File: src/rtl/config_chain_loader.sv
// Host-to-fabric configuration chain loader: accepts bitstream words and shifts exactly CHAIN_LENGTH bits, LSB first.
// Optional CRC-16-CCITT trailer check is enabled by defining CONFIG_CRC_CHECK_EN.
module config_chain_loader #(
    parameter int CHAIN_LENGTH = 48,
    parameter int WORD_WIDTH   = 8
) (
    input  logic                  i_Clock,
    input  logic                  i_Reset_n,
    input  logic                  i_Start,
    input  logic                  i_WordValid,
    output logic                  o_WordReady,
    input  logic [WORD_WIDTH-1:0] i_Word,
    output logic                  o_ConfigShiftEnable,
    output logic                  o_ConfigShiftData,
    output logic                  o_Busy,
    output logic                  o_Done,
    output logic                  o_Error
);

    localparam int BIT_CNT_W  = $clog2(CHAIN_LENGTH + 1);
    localparam int WORD_CNT_W = $clog2(WORD_WIDTH + 1);

    typedef enum logic [2:0] {
        IDLE,
        LOAD,
        SHIFT,
        CRC_LOAD,
        CHECK,
        DONE
    } state_t;

    state_t                  stateReg;
    state_t                  stateNext;
    logic [WORD_WIDTH-1:0]   shiftReg;
    logic [BIT_CNT_W-1:0]    bitCount;
    logic [WORD_CNT_W-1:0]   wordBitCount;
    logic                    doneReg;
    logic                    wordReady;
    logic                    shiftEnable;
    logic                    lastChainBit;
    logic                    lastWordBit;

    assign lastChainBit = (bitCount == BIT_CNT_W'(CHAIN_LENGTH - 1));
    assign lastWordBit  = (wordBitCount == WORD_CNT_W'(WORD_WIDTH - 1));

`ifdef CONFIG_CRC_CHECK_EN
    localparam int CRC_WORDS  = (16 + WORD_WIDTH - 1) / WORD_WIDTH;
    localparam int CRC_RX_W   = CRC_WORDS * WORD_WIDTH;
    localparam int CRC_CNT_W  = $clog2(CRC_WORDS + 1);

    logic [15:0]           crcReg;
    logic [CRC_RX_W-1:0]   crcRxReg;
    logic [CRC_CNT_W-1:0]  crcWordCount;
    logic                  errorReg;
    logic                  crcFeedback;
    logic                  lastCrcWord;

    assign crcFeedback = crcReg[15] ^ shiftReg[0];
    assign lastCrcWord = (crcWordCount == CRC_CNT_W'(CRC_WORDS - 1));
    assign o_Error     = errorReg;
`else
    assign o_Error     = 1'b0;
`endif

    always_comb begin
        stateNext   = stateReg;
        wordReady   = 1'b0;
        shiftEnable = 1'b0;
        case (stateReg)
            IDLE: begin
                if (i_Start) stateNext = LOAD;
            end
            LOAD: begin
                wordReady = 1'b1;
                if (i_WordValid) stateNext = SHIFT;
            end
            SHIFT: begin
                shiftEnable = 1'b1;
                if (lastChainBit) begin
`ifdef CONFIG_CRC_CHECK_EN
                    stateNext = CRC_LOAD;
`else
                    stateNext = DONE;
`endif
                end else if (lastWordBit) begin
                    stateNext = LOAD;
                end
            end
`ifdef CONFIG_CRC_CHECK_EN
            CRC_LOAD: begin
                wordReady = 1'b1;
                if (i_WordValid && lastCrcWord) stateNext = CHECK;
            end
            CHECK: begin
                stateNext = DONE;
            end
`endif
            DONE: begin
                stateNext = IDLE;
            end
            default: begin
                stateNext = IDLE;
            end
        endcase
    end

    always_ff @(posedge i_Clock or negedge i_Reset_n) begin
        if (!i_Reset_n) begin
            stateReg     <= IDLE;
            shiftReg     <= '0;
            bitCount     <= '0;
            wordBitCount <= '0;
            doneReg      <= 1'b0;
`ifdef CONFIG_CRC_CHECK_EN
            crcReg       <= 16'hFFFF;
            crcRxReg     <= '0;
            crcWordCount <= '0;
            errorReg     <= 1'b0;
`endif
        end else begin
            stateReg <= stateNext;
            case (stateReg)
                IDLE: begin
                    if (i_Start) begin
                        doneReg      <= 1'b0;
                        bitCount     <= '0;
                        wordBitCount <= '0;
`ifdef CONFIG_CRC_CHECK_EN
                        crcReg       <= 16'hFFFF;
                        crcWordCount <= '0;
                        errorReg     <= 1'b0;
`endif
                    end
                end
                LOAD: begin
                    if (i_WordValid) begin
                        shiftReg     <= i_Word;
                        wordBitCount <= '0;
                    end
                end
                SHIFT: begin
                    shiftReg     <= shiftReg >> 1;
                    bitCount     <= bitCount + BIT_CNT_W'(1);
                    wordBitCount <= wordBitCount + WORD_CNT_W'(1);
`ifdef CONFIG_CRC_CHECK_EN
                    crcReg       <= {crcReg[14:0], 1'b0} ^ (crcFeedback ? 16'h1021 : 16'h0000);
`endif
                end
`ifdef CONFIG_CRC_CHECK_EN
                CRC_LOAD: begin
                    // Least-significant word arrives first, so new words enter at the top.
                    if (i_WordValid) begin
                        crcRxReg     <= (crcRxReg >> WORD_WIDTH) |
                                        (CRC_RX_W'(i_Word) << (CRC_RX_W - WORD_WIDTH));
                        crcWordCount <= crcWordCount + CRC_CNT_W'(1);
                    end
                end
                CHECK: begin
                    errorReg <= (crcRxReg[15:0] != crcReg);
                end
`endif
                default: begin
                end
            endcase
            // Done is a sticky level that survives the return to IDLE.
            if ((stateReg != DONE) && (stateNext == DONE)) doneReg <= 1'b1;
        end
    end

    assign o_WordReady         = wordReady;
    assign o_ConfigShiftEnable = shiftEnable;
    assign o_ConfigShiftData   = shiftReg[0];
    assign o_Busy              = (stateReg != IDLE) && (stateReg != DONE);
    assign o_Done              = doneReg;

endmodule

File: config.mk
export PLATFORM = sky130hd
export DESIGN_NAME = config_chain_loader
export DESIGN_NICKNAME = d
export VERILOG_FILES = /design/src/rtl/config_chain_loader.sv
export SDC_FILE = /design/constraint.sdc
export NUM_CORES = 1
export LEC_CHECK = 0
export CAP_MARGIN = 5
export CORE_MARGIN = 4
export CORE_UTILIZATION = 35
export DETAILED_ROUTE_END_ITERATION = 10
export PLACE_DENSITY = 0.64
export RECOVER_POWER = 100
export SLEW_MARGIN = 20
export SYNTH_ARGS = -nofsm -noshare
export SYNTH_HDL_FRONTEND = slang
export SYNTH_SLANG_ARGS = --single-unit
File: constraint.sdc
create_clock -name i_Clock -period 4.1 [get_ports i_Clock]
set_input_delay 0.82 -clock i_Clock [delete_from_list [all_inputs] [get_ports i_Clock]]
set_output_delay 0.82 -clock i_Clock [all_outputs]
set_load 0.02 [all_outputs]
* Word level (Yosys, flattened, before mapping)
Cells that the tools add are included. W data, S select, Z words.
Operators by class: muxes and demuxes 17, $add $sub $neg 2, reduce and logical (&&, ||, !) cells 13, equal/unequal tests 8
Operators by type and width (count):
- $pmux W8 S2 | 1
- $mux W3 | 4
- $pmux W4 S3 | 1
- $pmux W6 S2 | 1
- $pmux W3 S3 | 1
- $mux W4 | 2
- $mux W8 | 1
- $reduce_bool A2 Y1 | 4
- $add A6 B1 Y6 const B | 1
- $eq A6 B6 Y1 const B | 1
- $mux W6 | 1
- $reduce_and A2 Y1 | 3
- $reduce_bool A3 Y1 | 2
- $mux W1 | 5
- $add A4 B1 Y4 const B | 1
- $eq A4 B3 Y1 const B | 1
- $ne A2 B2 Y1 const B | 2
- $eq A3 B1 Y1 const B | 1
- $eq A3 B2 Y1 const B | 1
- $eq A3 B3 Y1 const B | 1
- $logic_not A3 Y1 | 1
- $ne A3 B3 Y1 const B | 1
- $reduce_and A3 Y1 | 1
- $logic_and A1 B1 Y1 | 2
Storage, ports and cells: output and inout bits 6, flip-flop bits (word level) 22

* Longest topological paths before layout
Gate-level depths: netlist of the first run.
word-level depth 8, depth in mapped cells 6, gate-level depth less buffers 4

* Worst setup path before layout of the first run
OpenSTA, ideal clock, no wires.
path kind input to register, from in i_Start, to reg wordBitCount[3], setup slack 2.181 ns, library setup time 0.128 ns, arrival 1.791 ns, data required time 3.972 ns, stages 3, cell sequence or4b_4 a31oi_1 mux2_1
On the way: cells in the longest elaborated chain, start to end 2
Ends and longest elaborated chain:
- start, declared | line 9 | input logic i_Start,
- $ne A2 B2 Y1 (no line)
- $reduce_and A3 Y1 (no line)
- end signal, assigned | line 144 | wordBitCount <= wordBitCount + WORD_CNT_W'(1);
- end, declared | line 36 | logic [WORD_CNT_W-1:0] wordBitCount;
Every way passes these cells. A chain may end at the register's enable or synchronous reset.

* Worst setup path after layout of the first run
from reg stateReg[0], to out o_ConfigShiftEnable
On the way: cells in the longest elaborated chain, start to end 2
Ends and longest elaborated chain:
- start, declared | line 32 | state_t stateReg;
- start signal, assigned | line 121 | stateReg <= stateNext;
- $eq A3 B2 Y1 | line 69 | case (stateReg)
- $mux W1 | line 69
- end, declared | line 13 | output logic o_ConfigShiftEnable,
Every way passes these cells.

==> results of run 1 <==
## layer usage
metal | wire length, um | share of wire (%) | up-vias
met1 | 1030 | 49 | 370
li1 | - | - | 391
met3 | 105 | 5.0 | 2
met2 | 941 | 45 | 15
met5 | 0 | 0 | -
met4 | 12 | 0.57 | 0
## path summary, 6_finish.rpt
| path | from | to | slack, ns | depth (start not counted) |
|---|---|---|---|---|
| worst max-delay path | stateReg[0]$_DFF_PN0_ | o_ConfigShiftEnable | 0.74 | 3 |
| max in group asynchronous | i_Reset_n | bitCount[5]$_DFFE_PN0P_ | 2.72 | 1 |
| worst min-delay path | o_Done$_DFFE_PN0P_ | o_Done$_DFFE_PN0P_ | 0.49 | 1 |
| min in group asynchronous | i_Reset_n | shiftReg[6]$_DFFE_PN0P_ | 0.70 | 1 |
| worst min register to register | o_Done$_DFFE_PN0P_ | o_Done$_DFFE_PN0P_ | 0.49 | 1 |
| worst max register to register | stateReg[0]$_DFF_PN0_ | wordBitCount[0]$_DFFE_PN0P_ | 1.86 | 4 |
## where the power goes
part,internal [W],switching (W),leakage (nW)
Combinational,0.000154,0.000159,0.253
Clock,0.0000542,0.0000641,0.0210
Sequential,0.000285,0.0000601,0.278
Total,0.000493,0.000283,0.552
## cell usage after synthesis (all sizes together), types with 2 or more instances
cell type  number
xnor2           2
o21a            7
a22o            3
mux2            4
nor2            2
o22a            7
nor4bb          2
mux2i           2
dfrtp          22
nand3           5
ha              2
buf             4
o21ai           2
inv             2
nand2           7
## through the flow
stage          util (%)  instances  hold WS, ns
2_1_floorplan         -         95        0.464
3_3_place_gp       42.3        150        0.467
3_5_place_dp       42.3        150        0.474
4_1_cts            43.5        154        0.504
5_1_grt            42.8        154        0.527
6_report           42.8        154        0.487
## area by class of cell
type | instances | area share (%)
tap | 44 | 4.21
timing repair buffer | 16 | 11.8
inverter | 2 | 0.670
clock buffer | 4 | 2.78
multi-input combinational | 66 | 38.4
sequential | 22 | 42.1
## registers in the layout, indices dropped and copies added (netlist names)
name and count:
stateReg 3, o_Done 1, wordBitCount 4, shiftReg 8, bitCount 6
## layout by cell type (no fill, tap or decap), drive strengths merged
cell,count
a211o,1
a21boi,1
a21o,1
a21oi,1
a221o,1
a22o,3
a31oi,1
and2,1
clkbuf,5
clkdlybuf4s50,9
clkinvlp,1
conb,1
dfrtp,22
dlygate4sd3,6
ha,2
inv,1
mux2,4
mux2i,2
nand2,7
nand2b,1
nand3,5
nand3b,1
nand4,1
nand4bb,1
nor2,2
nor3,1
nor3b,1
nor4,1
nor4b,1
nor4bb,2
o21a,7
o21ai,2
o22a,7
o311ai,1
o31ai,1
o41ai,1
or3b,1
or4b,1
xnor2,2
## kinds of logic after synthesis
group	count (synthesis)	share of synthesized area, %
simple gates	27	15.7
mux	6	5.83
buf+inv	7	4.60
other cells	1	0.336
xor+xnor	2	1.57
fa+ha+maj	2	2.24
compound gates	28	20.4
flops	22	49.3
==> summary.md, run 1 <==
| Metric | Value |
|---|---|
| Yosys reg bits | 22 |
| Top cells by area, synth | dfrtp_1 49%, o22a_1 5.5%, o21a_1 4.7%, a22o_1 2.4%, ha_1 2.2% |
| Post-synth top area share | 49.3% |
| First-pass iteration count of the detailed router | 4 |
| # rows | 20 |
| Placed instance area | 1290 um^2 |
| Placer Congestion | 0.750 |
| Setup_tns | 0 ns |
| Post-DP HPWL | 1540 um |
| Overflow after GRT | 0 |
| Seq/Total Area, Yosys | 49.3% |
| Detail Route Antenna Nets | 0 |
| IR Drop Worst-Case VDD | 0.000236 V |
| Area grow syn2layout | 17.0% |
| Largest net degree at the start of global routing | 23 |
| CP max stage delay | roughly 0.65 ns |
| Final worst slack | 0.744 ns |
| Cell count after synthesis | 95 |
| Max_cap viols | 0 |
| Initial Utilization | 36.6% |
| Pre-CTS WS | 1.30 ns |
| Htree depth | 1 |
| RSZ-0062 raised after global routing | false |
| CP arrival | roughly 2.5 ns |
| Drt drc | 0 |
| Routed length per placed instance | 13.6 um |
| Vias | 778 |
| Sink Count | 22 |
| Fill cells | approximately 310 |
| Syn_nets | 109 |
| Number of flops mapped to enable cells by yosys | 0 |
| Die footprint | about 4200 um^2 |
| Post-CTS Hold Buffers | 0 |
| Power per cell area | 594 nW/um^2 |
| Nets | 125 |
| Post-layout minimum cycle time | 3.36 ns |
| Setup violators final | 0 |
| Post-cts sizing count | 0 |
| Slew @ Worst Pin | ~1.1 ns |
| Post-Syn Area | 1120 um^2 |
| Met2 usage | 17.8% |
| Final Cell Area | approximately 1300 um^2 |
| Worst-path maximum fanout | 19 |
| IO Pins | 18 |
| CTS clk-pin slew, worst paths | 0.12 ns |
| Critical Path Sink Type | output port |
| Power, Total | between 0.0007 and 0.0008 W |
| Final Hold Fails | 0 |
| Leak pwr | 0.552 nW |
| Met3 Use GR | 4.16% |
| Initial antenna violation count | 0 |
| Root Driver | clkbuf_4 |
| Routed wire length | 2090 um |
| Ys async rst share | 100% |
| Max Root-Sink Buffers | 2 |
| Antenna cells | 0 |
| Slowest CP cell | clkdlybuf4s50_1 |
| Gr busiest metal | met2 |
| Drt first-iter violations | 37 |
| Global Route Usage Sum | 11.6% |
| Postcts setup bufs | 0 |
| I/O Buffers | 16 |
| CTS tree | yes |
| Clk_lat worst skew | 0.31 ns |
| Die Width | 64.5 um |
| YS warnings | 0 |
| Avg Cell Area, Syn | 11.7 um^2 |
| Buf/Inv on CP | 2 |
| Top cell family by delay on the critical path | buffers and inverters |
| Max-slew violation count | 0 |
| First-pass GRT wire length | between 3000 and 4000 um |
| Sequential Area | 551 um^2 |
| Layout cells sized above 1 | slightly above 7% |
| Core ar. | 3050 um^2 |
| CP startpoint kind | register |
| Main flop type after synthesis | dfrtp_1 |
| Crit-path cells | or3b_1 > clkinvlp_2 > clkdlybuf4s50_1 |
| Critical Path RT | 3.28 ns |
| Multi-input gate area | 502 um^2 |
| Final worst path period share | 81.9% |
| Met1 usage | 15.7% |
| CTS Buf Count | 3 |
| Status | finished, final reports clean |
| Post-synth cell types | 42 |
| Vias in the first global route | 804 |
| Vias per cell | roughly 5.1 |
| Critical path type | register to output port |
| Relative slew slack | about a quarter |
| Achievable Freq | between 0.2 and 0.3 GHz |
| Min-delay worst type | register to register |
| Clock Skew | 0.00220 ns |
| Dominant cell type by area after synthesis | dfrtp_1 |
| Die height | 64.5 um |
(Power assumes the default switching activity.)
==> run 2: changes to the inputs <==
clock period = 3.4 ns   (was 4.1 ns; I/O delays follow)
==> run 2 against run 1 <==
- die area stayed put
- design area is 0.86% higher
- sequential share of layout area is 0.36 points lower
- core utilization is 0.37 points higher
- global-route usage is 0.082 points lower
- final cell count is 0.65% higher
- clock skew is 0.0086 ns higher
- via count is 6.4% higher
- critical path depth stayed put
- first-iteration DRC count is 19% lower
- largest power group unchanged
==> summary.md, run 2 (synthesized netlist as in run 1, its figures left out) <==
| Metric | Value |
|---|---|
| Max-slew violation count | 0 (unchanged) |
| Post-layout minimum cycle time | 2.75 ns |
| Reg2Reg Setup Slack | 1.54 ns (was 1.86 ns) |
| Clock Skew | 0.0108 ns (was 0.00220 ns) |
| Logic pwr share | 41.4% (was 40.4%) |
| Drt first-iter violations | 30 (was 37) |
| Share of power burned in registers | 43.5% (was 44.4%) |
| CTS Buf Count | 3 (unchanged) |
| Max_cap viols | 0 (unchanged) |
| Routed length per placed instance | 13.8 um (was 13.6 um) |
| Final worst path period share | 80.9% |
| Largest net degree at the start of global routing | 23 (unchanged) |
| Final Cell Area | 1320 um^2 (was 1310 um^2) |
| Top flop regs | shiftReg (8), bitCount (6), wordBitCount (4) (unchanged) |
| Final Hold Fails | 0 (unchanged) |
| Setup_tns | 0 ns (unchanged) |
| Power, Total | 0.000953 W (was 0.000776 W) |
| Post-cts sizing count | 0 (unchanged) |
| Root Driver | clkbuf_4 (unchanged) |
| Critical Path RT | 2.72 ns (was 3.28 ns) |
| Min-delay worst type | register to register (unchanged) |
| Vias | 828 (was 778) |
| Die footprint | 4160 um^2 (unchanged) |
| Htree depth | 1 (unchanged) |
| Sink Count | 22 (unchanged) |
| Max Root-Sink Buffers | 2 (unchanged) |
| I/O Buffers | 16 (unchanged) |
| R2r endpoint | bitCount[5]$_DFFE_PN0P_ (was wordBitCount[0]$_DFFE_PN0P_) |
| Top reg by flops | shiftReg (unchanged) |
| Post-DP HPWL | 1570 um (was 1540 um) |
| Setup violators final | 0 (unchanged) |
| Routed wire length | 2140 um (was 2090 um) |
| Internal | 0.000601 W (was 0.000493 W) |
| IO Pins | 18 (unchanged) |
| Vias per cell | 5.34 (was 5.05) |
| Critical Path Sink Type | output port (unchanged) |
| CTS tree | yes (unchanged) |
| Initial Utilization | 36.6% (unchanged) |
| Detail Route Antenna Nets | 0 (unchanged) |
| CP arrival | 2.07 ns (was 2.54 ns) |
| Post-CTS Hold Buffers | 0 (unchanged) |
| Power per cell area | 724 nW/um^2 (was 594 nW/um^2) |
| Clk_lat worst skew | 0.31 ns (about the same) |
| Critical path type | register to output port (unchanged) |
| Area grow syn2layout | 18.0% (was 17.0%) |
| Slew @ Worst Pin | 1.15 ns (was 1.14 ns) |
| Placed instance area | 1300 um^2 (was 1290 um^2) |
| CP startpoint kind | register (unchanged) |
| WHS Endpoint | o_Done$_DFFE_PN0P_ (unchanged) |
| Status | finished, final reports clean (unchanged) |
| Global Route Usage Sum | 11.5% (was 11.6%) |
| Leak pwr | 0.564 nW (was 0.552 nW) |
| # rows | 20 (unchanged) |
| First-pass iteration count of the detailed router | 4 (unchanged) |
| Net switching fraction of the power | 36.9% (was 36.5%) |
| Antenna cells | 0 (unchanged) |
| CTS clk-pin slew, worst paths | 0.13 ns (was 0.12 ns) |
| Placer Congestion | 0.833 (was 0.750) |
| Layout cells sized above 1 | 8.11% (was 7.27%) |
| Commonest non-fill, non-tap cell in the layout | dfrtp_1 (unchanged) |
| Max FFs per register | 8 (unchanged) |
| Commonest non-fill, non-tap cells in the layout | 22 x dfrtp_1, 8 x clkdlybuf4s50_1 (was 22 x dfrtp_1, 9 x clkdlybuf4s50_1, 7 x nand2_1, 7 x o22a_1, 7 x o21a_1) |
| Initial antenna violation count | 0 (unchanged) |
| Switch Pwr | 0.000352 W (was 0.000283 W) |
| Reg2reg path depth | 4 (unchanged) |
| Postcts setup bufs | 0 (unchanged) |
| R2r startpoint | stateReg[2]$_DFF_PN0_ (was stateReg[0]$_DFF_PN0_) |
| Core ar. | 3050 um^2 (unchanged) |
| Clock power share | 15.1% (was 15.2%) |
| Achievable Freq | between 0.3 and 0.4 GHz |
| Nets | 126 (was 125) |
| Relative slew slack | 23.2% (was 23.9%) |
| Die height | 64.5 um (unchanged) |
| Hold Path Origin | o_Done$_DFFE_PN0P_ (unchanged) |
| Overflow after GRT | 0 (unchanged) |
| Worst-path maximum fanout | 10 (was 19) |
| Worst Hold Depth | 1 (unchanged) |
| IR Drop Worst-Case VDD | 0.000346 V (was 0.000236 V) |
| Fin util | 43.2% (was 42.8%) |
| Die Width | 64.5 um (unchanged) |
| Vias in the first global route | 815 (was 804) |
| Fill cells | 317 (was 314) |
| RSZ-0062 raised after global routing | false (unchanged) |
| Drt drc | 0 (unchanged) |
| First-pass GRT wire length | 3790 um (was 3730 um) |
run 2: worst max-delay path, cell delays in order (launching register included):
cell	delay [ns]
dfrtp_1	0.48
or3b_1	0.48
inv_6	0.12
dlygate4sd3_1	0.68
run 2: cell type report:
cell class | instances | area [um^2] | share of cell area (%)
Sequential cell | 22 | 551 | 41.8
Inverter | 2 | 12.5 | 0.950
Timing Repair Buffer | 17 | 161 | 12.3
Clock buffer | 4 | 36.3 | 2.75
Multi-Input combinational cell | 66 | 502 | 38.1
Tap cell | 44 | 55.1 | 4.18
run 2: how the worst max path moves through the flow:
stage / end / slack, ns / startpoint
after detailed placement: wordBitCount[2]$_DFFE_PN0P_ / 0.98 / i_Start
after floorplan: wordBitCount[3]$_DFFE_PN0P_ / 1.62 / i_Start
after CTS: o_ConfigShiftEnable / 0.71 / stateReg[2]$_DFF_PN0_
after global placement: wordBitCount[3]$_DFFE_PN0P_ / 1.03 / i_WordValid
final: o_ConfigShiftEnable / 0.65 / stateReg[2]$_DFF_PN0_
after global routing: o_ConfigShiftEnable / 0.58 / stateReg[0]$_DFF_PN0_
run 2: metal layers:
layer,vias up,global-route usage [%],part of all wire (%)
li1,391,-,-
met3,2,4.68,5.6
met4,0,1.58,0.56
met1,417,15.5,47
met5,-,0,0
met2,18,17.8,46
run 2: power by group through the flow:
stage          Clock, W  Sequential (W)  Combinational [W]
2_1_floorplan         0        0.000400           0.000324
3_3_place_gp          0        0.000418           0.000407
3_5_place_dp          0        0.000421           0.000417
4_1_cts        0.000152        0.000416           0.000420
5_1_grt        0.000161        0.000427           0.000441
6_report       0.000144        0.000415           0.000395
run 2: per-stage QoR:
| step | cells | setup slack [ns] | hold slack [ns] |
|---|---|---|---|
| final | 155 | 0.650 | 0.497 |
| after global routing | 155 | 0.576 | 0.529 |
| after CTS | 155 | 0.708 | 0.509 |
| after detailed placement | 151 | 0.979 | 0.484 |
| after global placement | 151 | 1.03 | 0.477 |
| after floorplan | 95 | 1.62 | 0.384 |
